`config.mk`:
```
export PLATFORM = sky130hd
export DESIGN_NAME = ifetch_queue
export DESIGN_NICKNAME = d
export VERILOG_FILES = /design/src/rtl/core_defs_pkg.sv /design/src/rtl/ifq_fifo.sv /design/src/rtl/ifetch_queue.sv
export SDC_FILE = /design/constraint.sdc
export NUM_CORES = 1
export LEC_CHECK = 0
export BUFFER_PORTS_ARGS = -buffer_cell sky130_fd_sc_hd__buf_2
export CAP_MARGIN = 20
export CORE_ASPECT_RATIO = 0.9
export CORE_MARGIN = 4
export CORE_UTILIZATION = 52
export CTS_CLUSTER_DIAMETER = 40
export DETAILED_ROUTE_END_ITERATION = 8
export GPL_TIMING_DRIVEN = 0
export PLACE_DENSITY = 0.74
export SLEW_MARGIN = 20
export SYNTH_ARGS = -nofsm -noshare
export SYNTH_HDL_FRONTEND = slang
export SYNTH_SLANG_ARGS = --single-unit
```
`constraint.sdc`:
```
create_clock -name clk -period 4.66 [get_ports clk]
set_clock_uncertainty 0.1 [all_clocks]
set_input_delay 0.466 -clock clk [delete_from_list [all_inputs] [get_ports clk]]
set_output_delay 0.466 -clock clk [all_outputs]
set_load 0.05 [all_outputs]
```
`src/rtl/core_defs_pkg.sv`:
```
// Shared fetch-path definitions: default widths, reset/step constants and the queue entry type.
package core_defs_pkg;

  localparam int unsigned DefAddrW   = 32;
  localparam int unsigned DefInstW   = 32;
  localparam logic [31:0] DefResetPc = 32'h0000_0000;
  localparam int unsigned PcStep     = 4;
  localparam logic [31:0] NopInst    = 32'h0000_0000;

  typedef struct packed {
    logic [DefAddrW-1:0] pc;
    logic [DefInstW-1:0] inst;
  } fetch_entry_t;

endpackage

```
`src/rtl/ifq_fifo.sv`:
```
// Circular buffer of DEPTH entries; occupancy derives from pointers that carry an extra wrap bit.
module ifq_fifo #(
  parameter int unsigned DEPTH = 4,
  parameter int unsigned WIDTH = 64,
  localparam int unsigned PtrW = $clog2(DEPTH)
) (
  input  logic             clk_i,
  input  logic             rst_ni,
  input  logic             push_i,
  input  logic [WIDTH-1:0] data_i,
  input  logic             pop_i,
  input  logic             flush_i,
  output logic [PtrW:0]    count_o,
  output logic             empty_o,
  output logic [WIDTH-1:0] head_o
);

  logic [WIDTH-1:0] mem_q [DEPTH];
  logic [PtrW:0]    wr_q, wr_d;
  logic [PtrW:0]    rd_q, rd_d;

  always_comb begin
    wr_d = wr_q;
    rd_d = rd_q;
    if (flush_i) begin
      wr_d = '0;
      rd_d = '0;
    end else begin
      if (push_i) wr_d = wr_q + 1'b1;
      if (pop_i)  rd_d = rd_q + 1'b1;
    end
  end

  always_ff @(posedge clk_i or negedge rst_ni) begin
    if (!rst_ni) begin
      wr_q <= '0;
      rd_q <= '0;
    end else begin
      wr_q <= wr_d;
      rd_q <= rd_d;
    end
  end

  always_ff @(posedge clk_i) begin
    if (push_i && !flush_i) mem_q[wr_q[PtrW-1:0]] <= data_i;
  end

  assign count_o = wr_q - rd_q;
  assign empty_o = (wr_q == rd_q);
  assign head_o  = mem_q[rd_q[PtrW-1:0]];

endmodule

```
`src/rtl/ifetch_queue.sv`:
```
// Sequential instruction fetch with a prefetch queue toward decode; redirect flushes everything.
module ifetch_queue import core_defs_pkg::*; #(
  parameter int unsigned        ADDR_W   = DefAddrW,
  parameter int unsigned        INST_W   = DefInstW,
  parameter int unsigned        DEPTH    = 4,
  parameter logic [ADDR_W-1:0]  RESET_PC = DefResetPc[ADDR_W-1:0],
  parameter int unsigned        PC_STEP  = PcStep,
  localparam int unsigned       CntW     = $clog2(DEPTH) + 1
) (
  input  logic              clk,
  input  logic              rst,
  output logic              o_rom_ce,
  output logic [ADDR_W-1:0] o_pc,
  input  logic [INST_W-1:0] i_inst,
  input  logic              i_stall,
  input  logic              i_redirect,
  input  logic [ADDR_W-1:0] i_redirect_pc,
  output logic              o_valid,
  output logic [ADDR_W-1:0] o_id_pc,
  output logic [INST_W-1:0] o_id_inst,
  output logic [CntW-1:0]   o_count
);

  logic [ADDR_W-1:0]        fetch_pc_q, fetch_pc_d;
  logic [ADDR_W-1:0]        inflight_pc_q, inflight_pc_d;
  logic                     inflight_q, inflight_d;
  logic [CntW-1:0]          count;
  logic                     empty;
  logic [ADDR_W+INST_W-1:0] head;
  logic                     push, pop, issue;
  logic [CntW:0]            occ;

  always_comb begin
    pop  = ~empty & ~i_stall & ~i_redirect;
    push = inflight_q & ~i_redirect;
    // Reserve a slot for the outstanding response so the queue can never overflow.
    occ   = {1'b0, count} + (CntW+1)'(inflight_q) - (CntW+1)'(pop);
    issue = ~i_redirect & (occ < (CntW+1)'(DEPTH));

    fetch_pc_d    = fetch_pc_q;
    inflight_d    = issue;
    inflight_pc_d = inflight_pc_q;
    if (i_redirect) begin
      fetch_pc_d = i_redirect_pc;
    end else if (issue) begin
      fetch_pc_d    = fetch_pc_q + ADDR_W'(PC_STEP);
      inflight_pc_d = fetch_pc_q;
    end
  end

  always_ff @(posedge clk or negedge rst) begin
    if (!rst) begin
      fetch_pc_q    <= RESET_PC;
      inflight_q    <= 1'b0;
      inflight_pc_q <= '0;
    end else begin
      fetch_pc_q    <= fetch_pc_d;
      inflight_q    <= inflight_d;
      inflight_pc_q <= inflight_pc_d;
    end
  end

  ifq_fifo #(
    .DEPTH(DEPTH),
    .WIDTH(ADDR_W + INST_W)
  ) u_fifo (
    .clk_i  (clk),
    .rst_ni (rst),
    .push_i (push),
    .data_i ({inflight_pc_q, i_inst}),
    .pop_i  (pop),
    .flush_i(i_redirect),
    .count_o(count),
    .empty_o(empty),
    .head_o (head)
  );

  // Gate with reset so no request is visible while reset is held.
  assign o_rom_ce  = issue & rst;
  assign o_pc      = fetch_pc_q;
  assign o_valid   = ~empty;
  assign o_id_pc   = empty ? '0 : head[ADDR_W+INST_W-1:INST_W];
  assign o_id_inst = empty ? INST_W'(NopInst) : head[INST_W-1:0];
  assign o_count   = count;

endmodule

```
# After elaboration in Yosys (flattened, before gate mapping)
# Memory sizes are Yosys's and may differ from the RTL's.
# Index checks and enable logic that the tools add are counted.
classes:
  add_sub_neg: 6
  mul: 0
  n_div: 0
  order_cmp: 1
  eq_ne: 1
  shift: 0
  n_mux: 10
  bitwise: 8
  n_reduce_logical: 6
ops:
  columns: ["op", "count"]
  rows:
  - ["$mux W32", 4]
  - ["$add A32 B3 Y32 const B", 1]
  - ["$mux W3", 4]
  - ["$add A3 B1 Y3 const B", 2]
  - ["$reduce_bool A2 Y1", 3]
  - ["$and A1 B1 Y1", 5]
  - ["$add A3 B1 Y4", 1]
  - ["$lt A4 B3 Y1 const B", 1]
  - ["$sub A4 B1 Y4", 1]
  - ["$eq A3 B3 Y1", 1]
  - ["$not A1 Y1", 3]
  - ["$sub A3 B3 Y3", 1]
  - ["$mux W1", 2]
  - ["$reduce_and A2 Y1", 1]
  - ["$logic_and A1 B1 Y1", 1]
  - ["$logic_not A1 Y1", 1]
totals:
  ff_bits: 71
  latchBits: 0
  mem_bits_rw: 256
  mem_bits_ro: 0
  inputBits: 68
  out_inout_bits: 101
  word_cells: 38
  memories: 1
memory_table:
  columns: ["name", "words", "word_bits", "read_ports", "rd_clocked_by_memory_dff", "write_ports", "line", "text"]
  rows:
  - ["u_fifo.mem_q", 4, 64, 1, 0, 1, "ifq_fifo.sv:18", "logic [WIDTH-1:0] mem_q [DEPTH];"]

# Depth between registers and ports, before layout
logic_depth:
  word_depth: 9
  ltp_mapped: 19
  depth_no_buf: 12

# By module
# A second synthesis with hierarchy kept.
hier_totals:
  hier_cells: 772
  area_unflattened_um2: 13442.9
by_module_without_submodules:
  columns: ["mod", "instances", "cells_per_inst", "area_each_um2", "seq_area_each_um2"]
  rows:
  - ["ifq_fifo", 1, 376, 9683.0, 7837.5]
  - ["ifetch_queue", 1, 396, 3759.9, 1626.6]

# Worst setup path before layout
# OpenSTA, ideal clock, no wires.
synth_path:
  path_type: "register to output"
  startpoint: "reg u_fifo.rd_q[1]"
  endpoint: "out o_rom_ce"
  arrival_ns: 4.387
  required_time_ns: 4.094
  slack_ns: -0.293
  path_stages_with_launch: 19
  n_path_buf: 6
  cell_sequence: "dfrtp_1 > clkbuf_1 > buf_1 > inv_1 > ha_1 > and3_1 > clkbuf_1 > clkbuf_1 > nor3_1 > ha_1 > inv_1 > ha_1 > or2_2 > or4b_1 > clkbuf_1 > and3_4 > nor2_2 > buf_2 > and2_1"
synth_between:
  elab_chain_cells: 8
  word_cells_on_any_way: 10
  cone_classes: "add/sub: 3; order compare: 1; eq/ne: 1; bitwise: 5"
synth_lines:
  columns: ["element", "line", "text"]
  rows:
  - ["start, declared", "ifq_fifo.sv:20", "logic [PtrW:0] rd_q, rd_d;"]
  - ["start signal, assigned", "ifq_fifo.sv:40", "rd_q <= rd_d;"]
  - ["branches (longest 4 deep; another with $add A3 B1 Y4)", null, null]
  - ["$sub A4 B1 Y4 *", "ifetch_queue.sv:37", "occ = {1'b0, count} + (CntW+1)'(inflight_q) - (CntW+1)'(pop);"]
  - ["$lt A4 B3 Y1 *", "ifetch_queue.sv:38", "issue = ~i_redirect & (occ < (CntW+1)'(DEPTH));"]
  - ["$and A1 B1 Y1 *", "ifetch_queue.sv:38", null]
  - ["net inflight_d", "ifetch_queue.sv:26", "logic inflight_q, inflight_d;"]
  - ["$and A1 B1 Y1 *", "ifetch_queue.sv:79", "assign o_rom_ce = issue & rst;"]
  - ["end, declared", "ifetch_queue.sv:12", "output logic o_rom_ce,"]
# Mark *: on every way through the listed nets, which the timed path passes.

# Worst setup path after layout
layout_path:
  startpoint: "reg u_fifo.wr_q[0]"
  endpoint: "out o_rom_ce"
layout_between:
  elab_chain_cells: 8
  word_cells_on_any_way: 10
  cone_classes: "add/sub: 3; order compare: 1; eq/ne: 1; bitwise: 5"
layout_lines:
  columns: ["element", "line", "text"]
  rows:
  - ["start, declared", "ifq_fifo.sv:19", "logic [PtrW:0] wr_q, wr_d;"]
  - ["start signal, assigned", "ifq_fifo.sv:39", "wr_q <= wr_d;"]
  - ["branches (longest 4 deep; another with $add A3 B1 Y4)", null, null]
  - ["$sub A4 B1 Y4 *", "ifetch_queue.sv:37", null]
  - ["$lt A4 B3 Y1 *", "ifetch_queue.sv:38", null]
  - ["$and A1 B1 Y1 *", "ifetch_queue.sv:38", null]
  - ["net inflight_d", "ifetch_queue.sv:26", null]
  - ["$and A1 B1 Y1 *", "ifetch_queue.sv:79", null]
# Marks and branches as above.

==> summary.txt <==
Status - finished, final reports clean
Synth Area in Compound Gates - 2.88%
RSZ-0062 raised after global routing - no
# rows - 55
Critical Path RT - 4090 ps
Layout cells sized above 1 - 36.8%
Mapped Cells - 758
Top cell type's share of synthesized area - 57.7%
Synth unique cells - 42
Worst-Margin Slew - 989 ps
Worst setup path start - u_fifo.wr_q[0]$_DFFE_PN0P_
TritonCTS clock tree - built
Fmax - 0.221 GHz
Iteration-0 DRC Markers - 567
Longest Clk Path Bufs - 3
Total grt overflow - 0
Final period utilization - 97.1%
Syn_nets - 838
Core area - 0.0252 mm2
Syn avg cell area - 17.6 um2
Flops & latches, synth - 327
EDFF count, synth - 256
Largest family of logic cells by synthesized area - multiplexers
Syn. warnings - 0
Simple-Gate Fraction of Synth Area - 7.63%
Number of global-route vias before repair - 7900
Nets - 1061
Maxcap violations - 0
Starting Density - 52.9%
First-pass GRT wire length - 45500 um
Lkg Pwr - 5.80 nW
Synth area leader - edfxtp_1
Post-synth ARST share - 21.7%
Most frequent cells after synthesis - edfxtp_1 (256), dfrtp_1 (71), mux4_2 (64), nor2b_1 (64), mux2_2 (35)
Routed wire length - 29400 um
Total GRT Usage - 20.8%
Antenna Cells - 0
Placed inst area - 0.0147 mm2
Post-DP HPWL - 18800 um
Worst-path clk slew - 60 ps
Pwr per Cell Area - 724 mW/mm2
Largest net degree at the start of global routing - 48
Cts bufs inserted - 41
Arrival time at the worst endpoint - 3960 ps
Mapped Area - 0.0133 mm2
Setup TNS - 0 ps
DIE WIDTH - 177 um
Crit-path max FO - 6
Setup CP Type - flip-flop to primary output
Skew-Pair Late Insertion Delay - 520 ps
Initial antenna violation count - 0
DR vias - 7662
Synth top area cells - edfxtp_1 (58%), dfrtp_1 (13%), mux4_2 (11%)
Slew margin rel. - 34.0%
Max-slew violation count - 0
Final instance area - 0.0163 mm2
Buffers on Ports - 167
Leading register cell type out of synthesis - edfxtp_1
Area delta synth->final - 22.2%
Crit path time final - 4520 ps
Cell with the most instances after synthesis - edfxtp_1
Peak supply drop - 0.466 mV
Root Driver - clkbuf_16
Reg2reg start - u_fifo.wr_q[0]$_DFFE_PN0P_
Crit path launch type - flip-flop
Placer Congestion - 0.826
Routed Antenna Nets - 0
Hold_sp - i_redirect_pc[19]
Initial DRT Pass Iterations - 5
H-tree levels - 2
Wirelength per Cell - 21.7 um
Worst reg2reg setup slack - 550 ps
DRC - 0
Final hold violation count - 0
I/O Pins - 169
Adder-Cell Fraction of Synth Area - 1.18%
Die Height - 160 um
Final setup vio count - 0
CTS sink cnt - 327
Seq/Total Area, Yosys - 71.0%
HP Class - input pin to flip-flop
Setup crit end kind - primary output
Multiplexer share of the synthesized area - 13.9%
Post-synthesis xor/xnor area fraction - 1.50%
Fillers - 1818
Vias per cell - 5.65
Die area - 0.0283 mm2
-- area by class of cell --
cell class / count / area, um2 / area share [%]
tap: 342 / 428 / 2.63
timing repair buffer: 184 / 1060 / 6.53
buffer: 42 / 211 / 1.30
multi-input combinational: 371 / 3670 / 22.5
clock buffer: 53 / 1140 / 7.02
clock inverter: 23 / 249 / 1.53
sequential: 327 / 9470 / 58.1
inverter: 14 / 52.6 / 0.323
-- metrics by stage --
stage / hold slack [ps] / worst slack, ps / utilization (%) / power, W / instances
final: 52.0 / 136 / 64.6 / 0.0118 / 1356
after floorplan: 70.4 / 108 / - / 0.00733 / 758
after global routing: 42.1 / 1.49 / 64.6 / 0.0123 / 1356
after global placement: 395 / -1290 / 57.9 / 0.00846 / 1267
after CTS: 34.7 / 12.1 / 64.6 / 0.0119 / 1352
after detailed placement: 308 / -1270 / 58.5 / 0.00854 / 1272
-- worst max-delay path, stage by stage, from the launching register on --
cell,delay [ps]
dfrtp_1,430
inv_1,130
ha_1,150
inv_1,50
fa_1,360
xor3_2,450
ha_1,310
or2_2,280
or4_4,430
buf_6,150
and3_4,180
nor2_4,110
buf_6,120
and2_2,160
buf_8,140
-- path summary, 6_finish.rpt --
kind / endpoint / cells after the start
max: o_rom_ce / 14
min: o_pc[19]$_DFFE_PN0P_ / 3
max reg2reg: inflight_pc_q[17]$_DFFE_PN0P_ / 14
min reg2reg: u_fifo.mem_q[1][47]$_DFFE_PP_ / 0
max in group asynchronous: u_fifo.rd_q[1]$_DFFE_PN0P_ / 3
min in group asynchronous: inflight_pc_q[16]$_DFFE_PN0P_ / 2
-- logic make-up (layout without fill, tap and decap cells) --
family / Yosys count / count (layout)
adders and majority gates: 12 / 12
xor gates and xnor gates: 21 / 21
muxes: 101 / 101
DFF: 327 / 327
and+or+nand+nor: 177 / 177
AOI/OAI and AO/OA: 60 / 60
buffers and inverters: 60 / 316
-- what timing repair did --
item | CTS | global route
resized for setup | 27 | 2
endpoints found under the hold margin | 25 | 0
endpoints found under the setup margin | 64 | 1
pin swaps | 2 | 5
hold buffers | 1 | 0
buffers inserted | 5 | 6
-- layout by cell type (no fill, tap or decap), types with 3 or more instances in the layout --
master | synthesis | final
edfxtp_1 | 256 | 256
buf_2 | 4 | 167
dfrtp_1 | 71 | 70
mux4_2 | 64 | 64
nor2b_1 | 64 | 64
clkbuf_16 | 0 | 44
clkbuf_1 | 33 | 36
mux2_2 | 35 | 35
nand2_1 | 23 | 23
o21ai_0 | 21 | 21
nor2_1 | 21 | 21
a31oi_1 | 20 | 20
xnor2_1 | 17 | 17
inv_1 | 14 | 13
nand3_1 | 13 | 13
buf_4 | 0 | 12
or4_1 | 11 | 10
ha_1 | 11 | 10
nand4_1 | 9 | 9
or3_1 | 9 | 9
a311oi_1 | 7 | 7
o31ai_1 | 7 | 7
and3_4 | 1 | 6
buf_1 | 7 | 6
clkinvlp_4 | 0 | 6
and4_1 | 5 | 5
clkinv_4 | 0 | 5
buf_6 | 2 | 4
clkinv_2 | 0 | 4
bufinv_16 | 0 | 4
and3_1 | 8 | 3
xor2_1 | 3 | 3
clkinv_1 | 0 | 3
clkbuf_8 | 0 | 3
buf_16 | 0 | 3
-- per-layer routing --
metal	routed length (um)	GRT usage (%)	vias up
li1	-	-	3419
met1	12600	30.2	3882
met2	14100	32.8	313
met3	2220	4.21	48
met4	474	5.24	0
met5	0	0	-
-- power breakdown --
| part | switching, W | leakage, nW | internal (W) |
|---|---|---|---|
| clock | 0.00120 | 0.663 | 0.00197 |
| combinational | 0.00312 | 1.98 | 0.00148 |
| sequential | 0.000304 | 3.16 | 0.00372 |
| total | 0.00462 | 5.80 | 0.00717 |
-- flip-flops by register name (all words and copies together) (netlist names) --
| register | flops |
|---|---|
| o_pc | 32 |
| u_fifo.mem_q | 256 |
| u_fifo.rd_q | 3 |
| inflight_pc_q | 32 |
| inflight_q | 1 |
| u_fifo.wr_q | 3 |
(Power assumes the default switching activity.)
